$ cat config.mk
export PLATFORM = sky130hd
export DESIGN_NAME = demux_dispatch_ctrl
export DESIGN_NICKNAME = d
export VERILOG_FILES = /design/src/rtl/demux_dispatch_ctrl.sv
export SDC_FILE = /design/constraint.sdc
export NUM_CORES = 1
export LEC_CHECK = 0
export CORE_ASPECT_RATIO = 0.7
export CORE_MARGIN = 3
export CORE_UTILIZATION = 39
export CTS_CLUSTER_DIAMETER = 200
export CTS_CLUSTER_SIZE = 24
export DETAILED_ROUTE_END_ITERATION = 16
export PLACE_DENSITY = 0.88
export SLEW_MARGIN = 20
export SYNTH_ARGS = -nofsm -noshare
export SYNTH_HDL_FRONTEND = slang
export SYNTH_SLANG_ARGS = --single-unit
$ cat constraint.sdc
create_clock -name clk -period 1.6 [get_ports clk]
set_input_delay 0.24 -clock clk [delete_from_list [all_inputs] [get_ports clk]]
set_output_delay 0.24 -clock clk [all_outputs]
set_load 0.01 [all_outputs]
$ cat src/rtl/demux_dispatch_ctrl.sv
// demux_dispatch_ctrl
//   Single-entry dispatch controller for a 1-to-2 demultiplexed datapath.
//   It takes one word from a valid/ready producer into a holding register.
//   It then delivers that word to exactly one of two consumers (a or b).
//   It also drives the demux select line to match the held word's destination.
//
// Ports
//   clk, rst            rising-edge clock, asynchronous active-high reset
//   in_valid/in_ready   producer handshake
//   in_data, in_dest    word and its destination (0 = a, 1 = b)
//   a_valid/a_ready     consumer a handshake, a_data word to a
//   b_valid/b_ready     consumer b handshake, b_data word to b
//   select              demux select, equals destination of held word
//   busy                holding register occupied
//
// Build option
//   DEMUX_DISPATCH_RR_EN  ignores in_dest. The destination alternates a, b, a, b ...
//                         and is tracked by an internal round-robin pointer.
//
// State table
//   EMPTY | no word held; in_ready = 1
//   FULL  | word held in hold_data/hold_dest; offered on the selected channel
module demux_dispatch_ctrl #(
  parameter int bus_size = 32
) (
  input  logic                clk,
  input  logic                rst,
  input  logic                in_valid,
  output logic                in_ready,
  input  logic [bus_size-1:0] in_data,
  input  logic                in_dest,
  output logic                a_valid,
  input  logic                a_ready,
  output logic [bus_size-1:0] a_data,
  output logic                b_valid,
  input  logic                b_ready,
  output logic [bus_size-1:0] b_data,
  output logic                select,
  output logic                busy
);

  typedef enum logic {EMPTY = 1'b0, FULL = 1'b1} state_t;

  state_t              state, state_nxt;
  logic [bus_size-1:0] hold_data;
  logic                hold_dest;
  logic                in_xfer;
  logic                sel_ready;
  logic                cap_dest;

`ifdef DEMUX_DISPATCH_RR_EN
  logic rr_ptr;
  logic unused_in_dest;
  assign unused_in_dest = in_dest;
  assign cap_dest = rr_ptr;
`else
  assign cap_dest = in_dest;
`endif

  // Ready of the channel the held word is addressed to; the other ready is ignored.
  assign sel_ready = hold_dest ? b_ready : a_ready;

  always_ff @(posedge clk or posedge rst) begin
    if (rst) begin
      state     <= EMPTY;
      hold_data <= '0;
      hold_dest <= 1'b0;
    end else begin
      state <= state_nxt;
      // In FULL an input transfer only happens together with an output transfer.
      // That case is the one-word-per-cycle reload.
      if (in_xfer) begin
        hold_data <= in_data;
        hold_dest <= cap_dest;
      end
    end
  end

`ifdef DEMUX_DISPATCH_RR_EN
  always_ff @(posedge clk or posedge rst) begin
    if (rst)          rr_ptr <= 1'b0;
    else if (in_xfer) rr_ptr <= ~rr_ptr;
  end
`endif

  always_comb begin
    state_nxt = state;
    in_ready  = 1'b0;
    a_valid   = 1'b0;
    b_valid   = 1'b0;
    a_data    = '0;
    b_data    = '0;
    select    = 1'b0;
    busy      = 1'b0;
    case (state)
      EMPTY: begin
        in_ready = 1'b1;
        if (in_valid) state_nxt = FULL;
      end
      FULL: begin
        busy     = 1'b1;
        select   = hold_dest;
        in_ready = sel_ready;
        if (hold_dest) begin
          b_valid = 1'b1;
          b_data  = hold_data;
        end else begin
          a_valid = 1'b1;
          a_data  = hold_data;
        end
        if (sel_ready && !in_valid) state_nxt = EMPTY;
      end
      default: state_nxt = EMPTY;
    endcase
    // The producer must never see ready while reset is held.
    if (rst) in_ready = 1'b0;
  end

  assign in_xfer = in_valid & in_ready;

endmodule

Word-level counts from Yosys, hierarchy flattened --
Cells that the tools add are included.
Word-level totals: register bits 34, input port bits 38, output and inout bits 69, logic and storage cells 23
Cells by class: muxes and demuxes 16, bitwise gates (word level) 2, reduce and logical (&&, ||, !) cells 2
Operators by type and width (number):
- $mux W32 | 4
- $mux W1 | 10
- $pmux W1 S2 | 2
- $and A1 B1 Y1 | 1
- $logic_and A1 B1 Y1 | 1
- $logic_not A1 Y1 | 1
- $not A1 Y1 | 1

Logic depth before layout (Yosys ltp) --
word-level depth 4, depth in mapped cells 5, gate-level depth less buffers 3

Worst setup path before layout --
OpenSTA, ideal clock, no wires.
path type reg2reg, start reg hold_dest, end reg hold_data[0], setup time 0.125 ns, arrival 1.380 ns, data required time 1.475 ns, slack 0.095 ns, cell stages (with the launch flop) 6, path buffers 2, period minus slack after synthesis 1.505 ns, path through dfrtp_1 buf_6 mux2i_4 a21oi_4 buf_6 mux2_4
Between the ends: word-level cells in the longest chain between the ends 4
Ends and longest elaborated chain:
- start: declaration | line 46 | logic hold_dest;
- start signal: assignment | line 74 | hold_dest <= cap_dest;
- $mux W1 | line 61 | assign sel_ready = hold_dest ? b_ready : a_ready;
- $pmux W1 S2 | line 95 | case (state)
- $mux W1 | line 116 | if (rst) in_ready = 1'b0;
- $and A1 B1 Y1 | line 119 | assign in_xfer = in_valid & in_ready;
- end signal: assignment | line 73 | hold_data <= in_data;
- end: declaration | line 45 | logic [bus_size-1:0] hold_data;
No other way between the ends. A chain may end at the register's enable or synchronous reset.

Final worst setup path --
start reg hold_dest, end reg hold_data[12]
The elaborated chain is that of the path after synthesis.

==> key figures <==
Run status
  – Status: complete, but fails checks
  – Failing checks: setup timing

Logic synthesis
  – Seq cells post-synth: 34
  – Synth top area share: 0.4413
  – Top post-synthesis cells by area: dfrtp_1 (44%), mux2_4 (23%), and2_1 (11%)
  – Synth area leader: dfrtp_1
  – Post-Syn Area: 0.001928 mm^2
  – Ys Warns: 0
  – Synth cell types: 19
  – Syn Inst Count: 159
  – Sequential share of the synthesized area: 0.4413
  – Post-synthesis area per instance: 12.13 um^2
  – Syn Nets: 197

CTS
  – Clock Latency Late Sink: 270 ps
  – Clock buffers created by TritonCTS: 5
  – Root Driver: clkbuf_8
  – Clock transition at path regs: 60 ps
  – CTS max path bufs: 2
  – Hold Buf Count CTS: 0
  – TritonCTS clock tree: done
  – H-tree depth: 2
  – # clock sinks: 34

Flow run
  – Max Cap Violations: 0

Detailed routing
  – DR vias: 1657
  – First-pass DRT Iterations: 4
  – Routed WL per cell: 16.83 um
  – # DRC: 0
  – Post-route ant nets: 0
  – Via density: 4.817
  – Iteration-0 DRC Markers: 50
  – Final WL: 5791 um

Critical path
  – Crit path launch type: register
  – Setup crit end kind: register
  – CP Buf/Inv Count: 3
  – CP max stage delay: 400 ps
  – FF-to-FF Start: hold_dest
  – CP endpoint: hold_data[12]
  – CP delay by family, top: multiplexers
  – Critical-path cell list: buf_6 -> mux2i_4 -> a21oi_4 -> buf_4 -> buf_16 -> mux2_4
  – Critical R2R Capture: hold_data[12]
  – R2R setup slack: -70 ps
  – WP depth: 6
  – Critical Path AT: 1830 ps
  – Reg2Reg Depth: 6
  – Kind of critical path: reg -> reg
  – Worst Path Max Fanout: 10
  – Critical Path Start: hold_dest
  – WP data required: 1760 ps
  – Slowest-stage cell, CP: dfrtp_1

Timing
  – Final setup vio count: 59
  – Clk_skew: 0.9308 ps
  – Slew @ Worst Pin: 207.3 ps
  – Final Hold Vio Count: 0
  – Final WS setup: -66.54 ps
  – Final period utilization: 1.042
  – Rel. slew slack: 0.8589
  – Maximum clock rate: 600.0 MHz
  – Pins Over Slew Limit: 0
  – Min Clock Period, post-route: 1667 ps
  – Final TNS setup: -2120 ps
  – Unrepaired setup endpoints after global routing: true

Worst hold path
  – Hold crit path type: in -> async

Power and ir drop
  – P per Cell Area: 952.6 mW/mm^2
  – Worst VDD drop: 0.5192 mV
  – Pleak: 1.649 nW

Die
  – Die height: 64.83 um
  – Initial Util: 0.4234
  – Die Area: 0.005837 mm^2
  – # IOs: 107
  – DIE WIDTH: 90.04 um
  – Core ar.: 0.004554 mm^2
  – Num rows: 20

Global routing
  – GRT Util Overall: 0.2051
  – Number of global-route vias before repair: 1794
  – Initial antenna violation count: 0
  – Global-route wire length before repair: 9425 um
  – Largest net degree at the start of global routing: 35
  – Overflow after GRT: 0

Finish
  – Commonest non-fill, non-tap cell in the layout: buf_2
  – Fin nets: 317
  – Fillers: 366
  – Most frequent cells in the layout: buf_2 (45), clkdlybuf4s50_1 (37), dfrtp_1 (33), mux2_4 (32), and3_1 (28)
  – Share of layout cells above drive strength 1: 0.5252
  – Syn-to-layout area delta: 66.00%
  – # diodes: 0
  – Post-Layout Cell Count: 344

Placed design
  – Final GP Congestion: 0.7264
  – Final HPWL DP: 3999 um
  – Inst Count DP: 329
  – Buffers on Ports: 106
-- tightest hold or removal path: cells and delay by family --
family	cells	cell delay (ps)
buffers and inverters	4	900
-- Yosys cell counts, drive strengths merged --
library cell,count
mux2i,1
a21o,1
and2b,1
and2,33
nand2b,1
a21oi,3
clkbuf,10
inv,3
and3,32
o2bb2ai,1
buf,5
dfrtp,34
mux2,32
nor2b,1
o21ai,1
-- where the power goes --
| group | switching [W] | total, W | internal (W) |
|---|---|---|---|
| combinational | 0.000463 | 0.00124 | 0.000777 |
| clock | 0.000269 | 0.000600 | 0.000331 |
| sequential | 0.000160 | 0.00121 | 0.00105 |
-- routing by layer --
| layer | wire [um] | track usage | up-vias | share of wire |
|---|---|---|---|---|
| met5 | 0 | 0 | - | 0 |
| met4 | 31 | 0.04580 | 0 | 0.0054 |
| met3 | 420 | 0.06613 | 5 | 0.073 |
| met2 | 2668 | 0.3442 | 69 | 0.46 |
| met1 | 2671 | 0.2606 | 810 | 0.46 |
| li1 | - | - | 773 | - |
-- how the worst min path moves through the flow --
stage / slack (ps) / endpoint / depth (start not counted)
global placement: 510 / hold_data[14] / 1
floorplan: 340 / state / 1
global route: 550 / hold_data[4] / 4
detailed placement: 510 / hold_data[12] / 1
finish: 510 / state / 4
CTS: 510 / hold_data[9] / 4
-- flip-flops by register name, summed over array words and instances, names as in the netlist --
name	cells
state	1
hold_data	32
hold_dest	1
-- metrics by stage --
stage | util | total power [W] | setup WS, ps | hold slack [ps] | cell area [um^2]
2_1_floorplan | - | 0.001823 | 94.55 | 335.6 | 1928
3_3_place_gp | 0.6843 | 0.002459 | -220.4 | 507.1 | 3117
3_5_place_dp | 0.6843 | 0.002505 | -219.7 | 511.7 | 3117
4_1_cts | 0.6874 | 0.003025 | -67.49 | 505.6 | 3131
5_1_grt | 0.7027 | 0.003217 | -105.2 | 546.1 | 3201
6_report | 0.7027 | 0.003049 | -66.54 | 514.0 | 3201
-- kinds of logic after synthesis --
logic type,share of synthesized area
buffers and inverters,0.05256
AOI/OAI and AO/OA,0.02531
muxes,0.2570
and+or+nand+nor,0.2239
DFF,0.4413
-- area by class of cell --
type	count	area, um^2	share of cell area
sequential	34	852.1	0.2662
timing repair buffer	128	1147	0.3585
clock buffer	6	82.58	0.02580
multi-input combinational	107	1025	0.3202
tap	66	82.58	0.02580
inverter	3	11.26	0.003518
-- what timing repair did --
item,CTS,global route
cloned,3,2
setup endpoints to repair,90,99
pin swaps,2,3
hold endpoints to repair,0,0
buffers inserted,5,2
gates resized for setup,281,29
(Power assumes the default switching activity.)
